**config.mk**
```make
export PLATFORM = sky130hd
export DESIGN_NAME = dpram_write_conflict
export DESIGN_NICKNAME = d
export VERILOG_FILES = /design/src/rtl/dpram_write_conflict.sv
export SDC_FILE = /design/constraint.sdc
export NUM_CORES = 1
export LEC_CHECK = 0
export BUFFER_PORTS_ARGS = -buffer_cell sky130_fd_sc_hd__buf_4
export CORE_MARGIN = 8
export CORE_UTILIZATION = 40
export CTS_CLUSTER_DIAMETER = 40
export DETAILED_ROUTE_END_ITERATION = 16
export HOLD_SLACK_MARGIN = 0.03
export PLACE_DENSITY_LB_ADDON = 0.3
export SYNTH_ARGS = -nofsm -noshare
export SYNTH_HDL_FRONTEND = slang
export SYNTH_SLANG_ARGS = --single-unit
```
**constraint.sdc**
```tcl
create_clock -name clk -period 3.6 [get_ports clk]
set_clock_uncertainty 0.1 [all_clocks]
set_input_delay 0.54 -clock clk [delete_from_list [all_inputs] [get_ports clk]]
set_output_delay 0.54 -clock clk [all_outputs]
set_load 0.005 [all_outputs]
```
**src/rtl/dpram_write_conflict.sv**
```systemverilog
// Dual-port RAM with read-first ports, port-A priority on same-address
// write collisions, and a registered collision flag.
module dpram_write_conflict #(
  parameter int unsigned DATA_WIDTH = 8,
  parameter int unsigned ADDR_WIDTH = 4
) (
  input  logic                  clk,
  input  logic                  rst_n,
  input  logic                  we_a,
  input  logic [ADDR_WIDTH-1:0] addr_a,
  input  logic [DATA_WIDTH-1:0] din_a,
  output logic [DATA_WIDTH-1:0] dout_a,
  input  logic                  we_b,
  input  logic [ADDR_WIDTH-1:0] addr_b,
  input  logic [DATA_WIDTH-1:0] din_b,
  output logic [DATA_WIDTH-1:0] dout_b,
  output logic                  conflict
);

  localparam int unsigned DEPTH = 2 ** ADDR_WIDTH;

  logic [DATA_WIDTH-1:0] mem_q [DEPTH];
  logic [DATA_WIDTH-1:0] dout_a_q;
  logic [DATA_WIDTH-1:0] dout_b_q;
  logic                  conflict_q;
  logic                  conflict_d;
  logic                  we_b_eff_c;

  // Collision detect; port B's write is dropped when it collides with port A.
  always_comb begin
    conflict_d = 1'b0;
    we_b_eff_c = we_b;
    if (we_a && we_b && (addr_a == addr_b)) begin
      conflict_d = 1'b1;
      we_b_eff_c = 1'b0;
    end
  end

  // Storage array; reset clears every word without needing a clock edge.
  always_ff @(posedge clk or negedge rst_n) begin
    if (!rst_n) begin
      for (int i = 0; i < int'(DEPTH); i++) begin
        mem_q[i] <= '0;
      end
    end else begin
      if (we_b_eff_c) begin
        mem_q[addr_b] <= din_b;
      end
      if (we_a) begin
        mem_q[addr_a] <= din_a;
      end
    end
  end

  // Read-first output registers and collision flag.
  always_ff @(posedge clk or negedge rst_n) begin
    if (!rst_n) begin
      dout_a_q   <= '0;
      dout_b_q   <= '0;
      conflict_q <= 1'b0;
    end else begin
      dout_a_q   <= mem_q[addr_a];
      dout_b_q   <= mem_q[addr_b];
      conflict_q <= conflict_d;
    end
  end

  assign dout_a   = dout_a_q;
  assign dout_b   = dout_b_q;
  assign conflict = conflict_q;

endmodule

```
==> metrics.txt <==
run status=complete, no violations; met2 Track Usage GR=34.95%; non-filler cells, final=1255; Unique masters post-synth=34; Syn Nets=1001; first-pass GRT wire length=50.41 mm; met1 usage=30.83%; DP Cell Count=1223; htree depth=4; peak-usage layer in the global routing report=met2; RSZ-0062 raised after global routing=no; Max FO, Critical Path=21; TritonCTS Buffers=17; Synth Warn #=0; delay-heaviest family, CP=buffers and inverters; critical path type=in -> reg; syn_area_per_cell=9.526 µm²; synth-to-layout area growth=11.80%; post-synthesis cell count=973; DP Area=9707 µm²; Slew Limit Fails=0; worst r2r src=mem_q[70]$_DFF_PN0_; relative slew slack=27.52%; Final setup viols=0; Clock Sinks=145; CTS Buffer Depth=2; CP Data Required Time=3.79 ns; Die Span Y=168.2 µm; Post-Route Setup TNS=0 ns; Critical Path Most Common Cell=buf_4; CP startpoint kind=input port; Max Clock Freq=426.7 MHz; Synth Register Bits=145; vias in the first global route=8172; min Tclk post-route=2.343 ns; worst reg2reg setup slack=1.87 ns; core box area=22710 µm²; met3 track demand over resource=6.688%; register area share after synthesis=39.15%; Rows=55; Root Buffer=clkbuf_16; Worst-Margin Slew=1.085 ns; Synth area leaders=dfrtp_1 39%, mux4_2 16%, o31a_1 7.6%; clock slew at reported path FFs=0.06 ns; port buffer count=44; Detailed Routing Iterations Pass 1=8; Critical Path AT=2.53 ns; routability-driven placement congestion ratio=0.9332; critical-path cell list=buf_4 > buf_4 > nand3_1 > buf_4 > nor4_4 > o211ai_1; largest net degree at the start of global routing=72; Fin. Hold Viols=0; post-CTS sizing=0; Layout fillers=2155; Hold Crit Class=in -> async; CP max stage cell=nor4_4; CTS tree=done; DRC Markers=0; Tot GR Track Use=23.35%; period utilization=65.09%; CP Buf/Inv Count=3; GRT overflow=0; share of post-route cells with drive strength above 1=17.32%; Setup Fix Bufs, Post-CTS=0; Hold Buf Count CTS=0; Yosys top cell by area=dfrtp_1; wire per inst=26.19 µm; max incr delay on CP=0.54 ns; Reg2Reg Depth=3; Util after Layout=45.63%; Leakage=3.990 nW; via count=8462; layout net count=985; Post-Syn Area=9269 µm²; Max-Cap Viols=0; number of routed nets with antenna violations=0; hpwl dp=21.60 mm; WL final=32.87 mm; Synth top area share=39.15%; die width=168.2 µm; FF-to-FF End=dout_b[6]$_DFF_PN0_; crit path capture type=flop; Worst VDD drop=344.4 µV; Starting Density=40.82%; Skew-Pair Late Insertion Delay=0.44 ns; # diodes=0; vias per inst=6.743; # IOs=45; Cell Pwr Density=549.2 nW/µm²; DR iter-0 viols=973; design area=10360 µm²; full die area=28300 µm²; initial antenna violation count=0
[worst max-delay path by stage]
| stage | start | end | slack (ns) | cells after the start |
|---|---|---|---|---|
| after floorplan | addr_a[0] | dout_a[1]$_DFF_PN0_ | 1.41 | 6 |
| after global placement | addr_b[0] | mem_q[81]$_DFF_PN0_ | 0.86 | 6 |
| after detailed placement | addr_b[0] | mem_q[82]$_DFF_PN0_ | 0.80 | 6 |
| after CTS | addr_b[0] | mem_q[82]$_DFF_PN0_ | 1.25 | 6 |
| after global routing | addr_b[0] | mem_q[82]$_DFF_PN0_ | 1.11 | 6 |
| final | addr_b[0] | mem_q[81]$_DFF_PN0_ | 1.26 | 6 |
[layer usage]
| metal | routed length [µm] | up-vias |
|---|---|---|
| met1 | 12820 | 4173 |
| li1 | - | 3611 |
| met4 | 1349 | 0 |
| met5 | 0 | - |
| met3 | 3788 | 103 |
| met2 | 14900 | 575 |
[placed cells by master (no fill, tap or decap), types with 32 or more instances in the layout]
| cell type | synthesis | routed |
|---|---|---|
| nand2_1 | 95 | 95 |
| or3_1 | 48 | 48 |
| dfrtp_1 | 145 | 145 |
| mux4_2 | 64 | 64 |
| a21oi_1 | 80 | 80 |
| a31oi_1 | 32 | 32 |
| o31a_1 | 80 | 80 |
| o21ai_0 | 108 | 108 |
| nor2_1 | 116 | 116 |
| a22oi_1 | 32 | 32 |
| buf_4 | 5 | 62 |
[power breakdown]
part           switching, mW  leakage (nW)  internal (mW)
combinational          0.662          1.93          0.671
sequential             0.287          1.74           2.04
clock                  0.741         0.321           1.29
total                   1.69          3.99           4.00
[cells in the mapped netlist, drive strengths merged]
master,n
o31a,80
and3b,4
o21ai,112
and3,4
mux4,64
a21oi,80
buf,40
or3,48
clkbuf,62
nor2b,7
nand2,95
and2,3
and2b,1
nand2b,1
dfrtp,145
a22oi,32
nor4,5
a31oi,32
or3b,1
o211ai,16
nand3,17
nor2,116
nor3b,2
xor2,4
nand3b,2
[sequential cells by signal (all words and copies together), names as in the netlist]
name and count:
dout_b 8, dout_a 8, conflict 1, mem_q 128
[cell type report]
type / instances / area [µm²] / share of cell area, %
multi-input combinational: 726 / 5165 / 49.84
sequential: 145 / 3628 / 35.02
clock inverter: 9 / 177.7 / 1.715
clock buffer: 23 / 478.0 / 4.612
tap: 285 / 356.6 / 3.441
timing repair buffer: 67 / 556.8 / 5.373
[per-stage QoR]
stage,setup slack (ns),hold WS [ns],power (mW)
final,1.257,0.01347,5.691
after global routing,1.114,0.07614,5.918
after CTS,1.248,0.04786,5.672
after detailed placement,0.7991,0.4514,3.664
after global placement,0.8615,0.4348,3.601
after floorplan,1.408,0.1444,3.163
[logic make-up after synthesis]
group / after synthesis / synth area share, %
AO/OA/AOI/OAI: 352 / 23.97
XOR/XNOR: 4 / 0.6210
buffers and inverters: 102 / 5.224
flip-flops: 145 / 39.15
multiplexers: 64 / 15.55
AND/OR/NAND/NOR: 306 / 15.48
No activity file was read; power rests on OpenSTA's default activity.
